## config.mk

```make
export PLATFORM = sky130hd
export DESIGN_NAME = weight_load_ctrl
export DESIGN_NICKNAME = d
export VERILOG_FILES = /design/src/rtl/weight_load_ctrl.sv
export SDC_FILE = /design/constraint.sdc
export NUM_CORES = 1
export LEC_CHECK = 0
export CAP_MARGIN = 20
export CORE_MARGIN = 2
export CORE_UTILIZATION = 24
export CTS_BUF_LIST = sky130_fd_sc_hd__clkbuf_4
export DETAILED_ROUTE_END_ITERATION = 16
export MAX_ROUTING_LAYER = met4
export SETUP_SLACK_MARGIN = 0.05
export SLEW_MARGIN = 20
export SYNTH_ARGS = -nofsm -noshare
export SYNTH_HDL_FRONTEND = slang
export SYNTH_SLANG_ARGS = --single-unit
```

## constraint.sdc

```tcl
create_clock -name clk -period 2.1 [get_ports clk]
set_input_delay 0.63 -clock clk [delete_from_list [all_inputs] [get_ports clk]]
set_output_delay 0.63 -clock clk [all_outputs]
set_load 0.01 [all_outputs]
```

## src/rtl/weight_load_ctrl.sv

```systemverilog
// weight_load_ctrl: sequences 16-bit weight beats into the per-layer weight buffer.
// Optional idle watchdog is built in when WEIGHT_LOAD_TIMEOUT_EN is defined.
module weight_load_ctrl #(
    parameter int DATA_W   = 16,
    parameter int L1_WORDS = 216,
    parameter int L8_WORDS = 576,
    parameter int L7_WORDS = 400
`ifdef WEIGHT_LOAD_TIMEOUT_EN
    ,
    parameter int TIMEOUT  = 1023
`endif
) (
    input  logic              clk,
    input  logic              rst,
    input  logic              start,
    input  logic [2:0]        layer_sel,
    input  logic              abort,
    input  logic              w_valid,
    input  logic [DATA_W-1:0] w_data,
    output logic              w_ready,
    output logic              write_weight_signal,
    output logic [DATA_W-1:0] write_weight_data,
    output logic [15:0]       write_weight_addr,
    output logic [3:0]        weight_fsm_cs,
    output logic              weight_store_done,
    output logic              rd_allow,
    output logic              cmd_err,
    output logic              timeout_err
);

    typedef enum logic [3:0] {
        S_IDLE   = 4'b0000,
        S_L1     = 4'b0001,
        S_L2     = 4'b0010,
        S_L4     = 4'b0011,
        S_L5     = 4'b0100,
        S_L7     = 4'b0101,
        S_FINISH = 4'b1111
    } state_t;

    state_t     state, state_nxt;
    logic [9:0] word_cnt, word_cnt_nxt;
    logic [2:0] grp_cnt, grp_cnt_nxt;
    logic       abort_pend, abort_pend_nxt;
    logic       cmd_err_nxt;
    logic       in_load, abort_eff, beat;

    function automatic logic [9:0] last_word(input state_t s);
        case (s)
            S_L1:    last_word = 10'(L1_WORDS - 1);
            S_L7:    last_word = 10'(L7_WORDS - 1);
            default: last_word = 10'(L8_WORDS - 1);
        endcase
    endfunction

    function automatic logic [2:0] grp_last(input state_t s);
        grp_last = (s == S_L1) ? 3'd2 : 3'd7;
    endfunction

    assign in_load   = (state == S_L1) || (state == S_L2) || (state == S_L4) ||
                       (state == S_L5) || (state == S_L7);
    assign abort_eff = in_load && (abort || abort_pend);
    // A pending abort at a group boundary refuses further beats so no partial group is started.
    assign w_ready   = in_load && !(abort_eff && (grp_cnt == 3'd0));
    assign beat      = w_valid && w_ready;

    assign write_weight_signal = beat;
    assign write_weight_data   = beat ? w_data : '0;
    assign write_weight_addr   = 16'(word_cnt);
    assign weight_fsm_cs       = state;
    assign weight_store_done   = (state == S_FINISH);
    assign rd_allow            = (state == S_IDLE);

`ifdef WEIGHT_LOAD_TIMEOUT_EN
    logic [9:0] idle_cnt, idle_cnt_nxt;
    logic       timeout_nxt;

    always_ff @(posedge clk or posedge rst) begin
        if (rst) begin
            idle_cnt    <= '0;
            timeout_err <= 1'b0;
        end else begin
            idle_cnt    <= idle_cnt_nxt;
            timeout_err <= timeout_nxt;
        end
    end
`else
    assign timeout_err = 1'b0;
`endif

    always_ff @(posedge clk or posedge rst) begin
        if (rst) begin
            state      <= S_IDLE;
            word_cnt   <= '0;
            grp_cnt    <= '0;
            abort_pend <= 1'b0;
            cmd_err    <= 1'b0;
        end else begin
            state      <= state_nxt;
            word_cnt   <= word_cnt_nxt;
            grp_cnt    <= grp_cnt_nxt;
            abort_pend <= abort_pend_nxt;
            cmd_err    <= cmd_err_nxt;
        end
    end

    always_comb begin
        state_nxt      = state;
        word_cnt_nxt   = word_cnt;
        grp_cnt_nxt    = grp_cnt;
        abort_pend_nxt = 1'b0;
        cmd_err_nxt    = 1'b0;
`ifdef WEIGHT_LOAD_TIMEOUT_EN
        idle_cnt_nxt   = '0;
        timeout_nxt    = 1'b0;
`endif
        case (state)
            S_IDLE: begin
                if (start) begin
                    case (layer_sel)
                        3'd1:    state_nxt = S_L1;
                        3'd2:    state_nxt = S_L2;
                        3'd4:    state_nxt = S_L4;
                        3'd5:    state_nxt = S_L5;
                        3'd7:    state_nxt = S_L7;
                        default: cmd_err_nxt = 1'b1;
                    endcase
                end
            end
            S_L1, S_L2, S_L4, S_L5, S_L7: begin
                abort_pend_nxt = abort_eff;
                if (beat) begin
                    // Completion outranks a simultaneous abort.
                    if (word_cnt == last_word(state)) begin
                        state_nxt      = S_FINISH;
                        word_cnt_nxt   = '0;
                        grp_cnt_nxt    = '0;
                        abort_pend_nxt = 1'b0;
                    end else if (abort_eff && (grp_cnt == grp_last(state))) begin
                        state_nxt      = S_IDLE;
                        word_cnt_nxt   = '0;
                        grp_cnt_nxt    = '0;
                        abort_pend_nxt = 1'b0;
                    end else begin
                        word_cnt_nxt = word_cnt + 10'd1;
                        grp_cnt_nxt  = (grp_cnt == grp_last(state)) ? 3'd0 : grp_cnt + 3'd1;
                    end
                end else if (abort_eff && (grp_cnt == 3'd0)) begin
                    state_nxt      = S_IDLE;
                    word_cnt_nxt   = '0;
                    grp_cnt_nxt    = '0;
                    abort_pend_nxt = 1'b0;
                end
`ifdef WEIGHT_LOAD_TIMEOUT_EN
                else if (idle_cnt == 10'(TIMEOUT - 1)) begin
                    state_nxt      = S_IDLE;
                    word_cnt_nxt   = '0;
                    grp_cnt_nxt    = '0;
                    abort_pend_nxt = 1'b0;
                    timeout_nxt    = 1'b1;
                end else begin
                    idle_cnt_nxt = idle_cnt + 10'd1;
                end
`endif
            end
            S_FINISH: state_nxt = S_IDLE;
            default:  state_nxt = S_IDLE;
        endcase
    end

endmodule

```

# Yosys cells after proc, flatten, opt, wreduce, memory -nomap -nowiden
# Cells that the tools add are included.
# word_totals
reg_bits	19
latchBits	0
ramBits	0
romBits	0
in_bits	24
output_inout_bits	42
wordCells	71
memories	0
# classes
n_addsub	2
n_mul	0
div	0
n_lt_le_gt_ge	0
n_eq_ne	17
shift	0
muxes	29
n_bitwise	0
n_reduce_logical	18
# op_table
operator	n
two-way mux 10 bit	6
two-way mux 4 bit	5
one-hot mux 10 bit (2 select lines)	1
one-hot mux 4 bit (5 select lines)	1
two-way mux 3 bit	6
two-way mux 16 bit	1
adder 10 x 1 -> 10 bit, second input constant	1
equality test 10 bit	1
OR reduction 5 bit	2
equality test 3 bit, second input constant	3
equality test 4 x 2 -> 1 bit, second input constant	2
equality test 4 x 3 -> 1 bit, second input constant	2
two-way mux 1 bit	8
one-hot mux 4 bit (2 select lines)	1
inequality test 6 x 1 -> 1 bit, second input constant	1
logical AND 1 bit	5
logical OR 1 bit	5
equality test 4 x 1 -> 1 bit, second input constant	1
equality test 4 bit, second input constant	1
logical NOT 4 bit	1
inequality test 4 bit, second input constant	1
AND reduction 4 bit	1
adder 3 x 1 -> 3 bit, second input constant	1
equality test 3 x 1 -> 1 bit, second input constant	1
8 further kinds	8

# Longest topological paths before layout
# depth
depth_word	16
depth_mapped	9
ltp_nobuf	8

# Worst setup path before layout
# OpenSTA, ideal clock, no wires.
# synth_timing
kind	input -> output
startpoint	in abort
endpoint	out write_weight_data[10]
arrival_time_ns	1.742
t_required_ns	1.470
slack_ns	-0.272
cell_stages	4
n_path_buf	1
cell_sequence	or2_1 -> a211oi_4 -> clkbuf_1 -> and3_1
# synth_via
elab_chain_cells	7
# synth_rtl
element	line	rtl
start: declaration	17	input logic abort,
logical OR 1 bit	62	assign abort_eff = in_load && (abort || abort_pend);
logical AND 1 bit	62	
logical AND 1 bit	64	assign w_ready = in_load && !(abort_eff && (grp_cnt == 3'd0));
logical NOT 1 bit	64	
logical AND 1 bit	64	
via w_ready	20	output logic w_ready,
logical AND 1 bit	65	assign beat = w_valid && w_ready;
two-way mux 16 bit	68	assign write_weight_data = beat ? w_data : '0;
end: declaration	22	output logic [DATA_W-1:0] write_weight_data,
# The timed path passes the listed nets, and every way through them passes these cells.

# Worst setup path in the final report
# layout_timing
startpoint	in abort
endpoint	out write_weight_data[2]
# layout_via
elab_chain_cells	7
# layout_rtl
element	line
logical OR 1 bit	62
logical AND 1 bit	62
logical AND 1 bit	64
logical NOT 1 bit	64
logical AND 1 bit	64
logical AND 1 bit	65
two-way mux 16 bit	68
# Every way passes these cells.

==> run metrics <==
clk root buf=clkbuf_4; CTS Buffer Depth=2; cell with the most instances after synthesis=and3_1; maximum VDD drop=599.3 uV; pwr/cell area=between 1000 and 1500 mW/mm^2; Min-Delay Path Class=flip-flop to flip-flop; drt pass-1 iters=4; gpl congestion=0.7725; Worst EP arrival=1.83 ns; Final Cell Area=0.002793 mm^2; ranking of synthesized cells by area=dfrtp_1 34%, and3_1 9.0%, buf_4 3.8%, nor2_1 3.5%, nor4b_4 3.4%; Seq/Total Area, Yosys=0.3411; Max Transition Viols Final=0; post-synthesis register bit count=19; CORE AREA=0.005574 mm^2; Multi-input gate area=roughly 0.0011 mm^2; clock buffer count from CTS=3; total power=0.003429 W; Syn Area/Cell=9.231 um^2; DRC viols=0; Syn Inst Count=around 150; Worst Setup Start Kind=input port; ys flop type=dfrtp_1; routed vias=1496; Hold Slack=0.5912 ns; Overflow after GRT=0; drt initial violations=44; placed cell areas=0.002320 mm^2; nets=286; Ys Warns=0; Buffers on Ports=58; initial antenna violation count=0; hpwl dp=2.951 mm; Commonest cells post-synth=20 x and3_1, 19 x dfrtp_1, 13 x nor2_1; nature of the critical path endpoint=primary output; Reg clk slew, reported paths=0.11 ns; FILL cells=509; Final Setup Violations=31; Worst Skew=0.001410 ns; unrepaired setup endpoints after global routing=yes; Rows=27; H-tree levels=1; status=finished, violations left; setup TNS=-6.633 ns; maximum fanout along the worst path=4; Fmax=between 400 and 500 MHz; worst-skew pair later-pin latency=between 0.2 and 0.3 ns; Final ANT Viol Nets=0; dpl ws=-1.006 ns; final hold vios=0; CTS tree=done; largest net degree at the start of global routing=20; CP required=around 1.5 ns; Reg area=481.7 um^2; synthesis-to-finish area growth=100.4%; drt total wl=4.342 mm; routed vias/inst=4.533; die width=80.21 um; Max Cap Violations=0; Yosys top cell by area=dfrtp_1; first-pass GRT wire length=6.962 mm; fin worst setup slack=-0.3594 ns; number of distinct library cells after synthesis=41; share of the synthesized area in the top cell type=0.3411; ys async rst share=1.000; Ant. Diodes=0; GR Util All Layers=0.1374; vias in the first global route=~1500; EDFF count, synth=0; static leakage=1.264 nW; critical path class=input port to primary output; die height=80.21 um; die area=0.006433 mm^2; min Tclk post-route=2.459 ns; fraction of layout cells with a size suffix above 1=0.5116; crit share post-route=1.171; clock sinks=19; I/O pins=between 60 and 70; post-DR wirelength/cell=between 10 and 15 um; Post-Syn Area=0.001394 mm^2; violated checks=setup timing; initial core utilization=0.2501
==> critical path, stage by stage <==
cell and delay [ns]:
buf_2 0.11, or2_4 0.26, a211oi_4 0.24, buf_6 0.19, buf_16 0.12, and3_4 0.18, buf_6 0.10
==> timing repair <==
action	4_1_cts	5_1_grt
hold buffers	0	0
buffers inserted	8	12
setup endpoints to repair	39	46
gates resized for setup	129	33
pin swaps	14	19
cloned	3	0
==> kinds of logic (layout without fill, tap and decap cells) <==
| kind of cell | count (synthesis) | in the layout | synth area share |
|---|---|---|---|
| flip-flops | 19 | 19 | 0.3411 |
| multiplexers | 5 | 5 | 0.03860 |
| buffers and inverters | 18 | 119 | 0.06732 |
| other | 1 | 7 | 0.002690 |
| AO/OA/AOI/OAI | 19 | 19 | 0.1284 |
| adder cells (fa/ha/maj) | 3 | 3 | 0.02693 |
| AND/OR/NAND/NOR | 78 | 78 | 0.3447 |
| XOR/XNOR | 8 | 8 | 0.05027 |
==> per-layer routing <==
| metal | part of all wire | routed length [um] | up-vias | track usage |
|---|---|---|---|---|
| met2 | 0.49 | 2122 | 56 | 0.2333 |
| met3 | 0.068 | 295 | 4 | 0.02809 |
| met4 | 0.0060 | 26 | 0 | 0.03220 |
| met1 | 0.44 | 1896 | 703 | 0.1679 |
| li1 | - | - | 733 | - |
| met5 | 0 | 0 | - | - |
==> where the power goes <==
group | internal [W] | switching (W) | leakage, nW
Clock | 0.0000868 | 0.000115 | 0.0184
Sequential | 0.000458 | 0.0000854 | 0.245
Combinational | 0.00163 | 0.00106 | 1.00
Total | 0.00217 | 0.00126 | 1.26
==> flip-flops by register name, summed over array words and instances (netlist names) <==
name / cells
word_cnt: 10
grp_cnt: 3
cmd_err: 1
weight_fsm_cs: 4
abort_pend: 1
==> metrics by stage <==
| stage | std cells | util |
|---|---|---|
| after floorplan | 157 | - |
| after global placement | 308 | 0.4162 |
| after detailed placement | 308 | 0.4162 |
| after CTS | 320 | 0.4658 |
| after global routing | 330 | 0.5010 |
| final | 330 | 0.5010 |
==> cell usage in the layout (no fill, tap or decap), drive strengths merged, types with 4 or more instances in the layout <==
cell	synthesis	final
clkdlybuf4s50	0	33
nor2	15	15
nor3b	4	4
nand3	5	5
nor2b	6	6
clkbuf	4	5
nor3	7	7
nand2	10	10
conb	1	7
xnor2	5	5
buf	7	70
inv	7	7
o21ai	4	4
and3	20	20
dfrtp	19	19
==> final timing paths <==
check                                              from                      end  slack, ns  depth (start not counted)
setup / recovery                                  abort     write_weight_data[2]      -0.36                          7
hold / removal                  word_cnt[1]$_DFFE_PP0P_  word_cnt[1]$_DFFE_PP0P_       0.59                          1
setup reg to reg           weight_fsm_cs[0]$_DFFE_PP0P_  word_cnt[2]$_DFFE_PP0P_      -0.07                         10
max in group asynchronous                           rst  word_cnt[3]$_DFFE_PP0P_       1.24                          3
min in group asynchronous                           rst  word_cnt[1]$_DFFE_PP0P_       0.64                          3
hold reg to reg                 word_cnt[1]$_DFFE_PP0P_  word_cnt[1]$_DFFE_PP0P_       0.59                          1
==> cell type report <==
cell class / instances / share of cell area
Multi-Input combinational cell: 120 / 0.3898
Tap cell: 72 / 0.03226
Inverter: 7 / 0.009409
Sequential cell: 19 / 0.1725
Clock buffer: 4 / 0.01075
Timing Repair Buffer: 108 / 0.3853
Note: power is estimated with default switching activity, not from simulation.
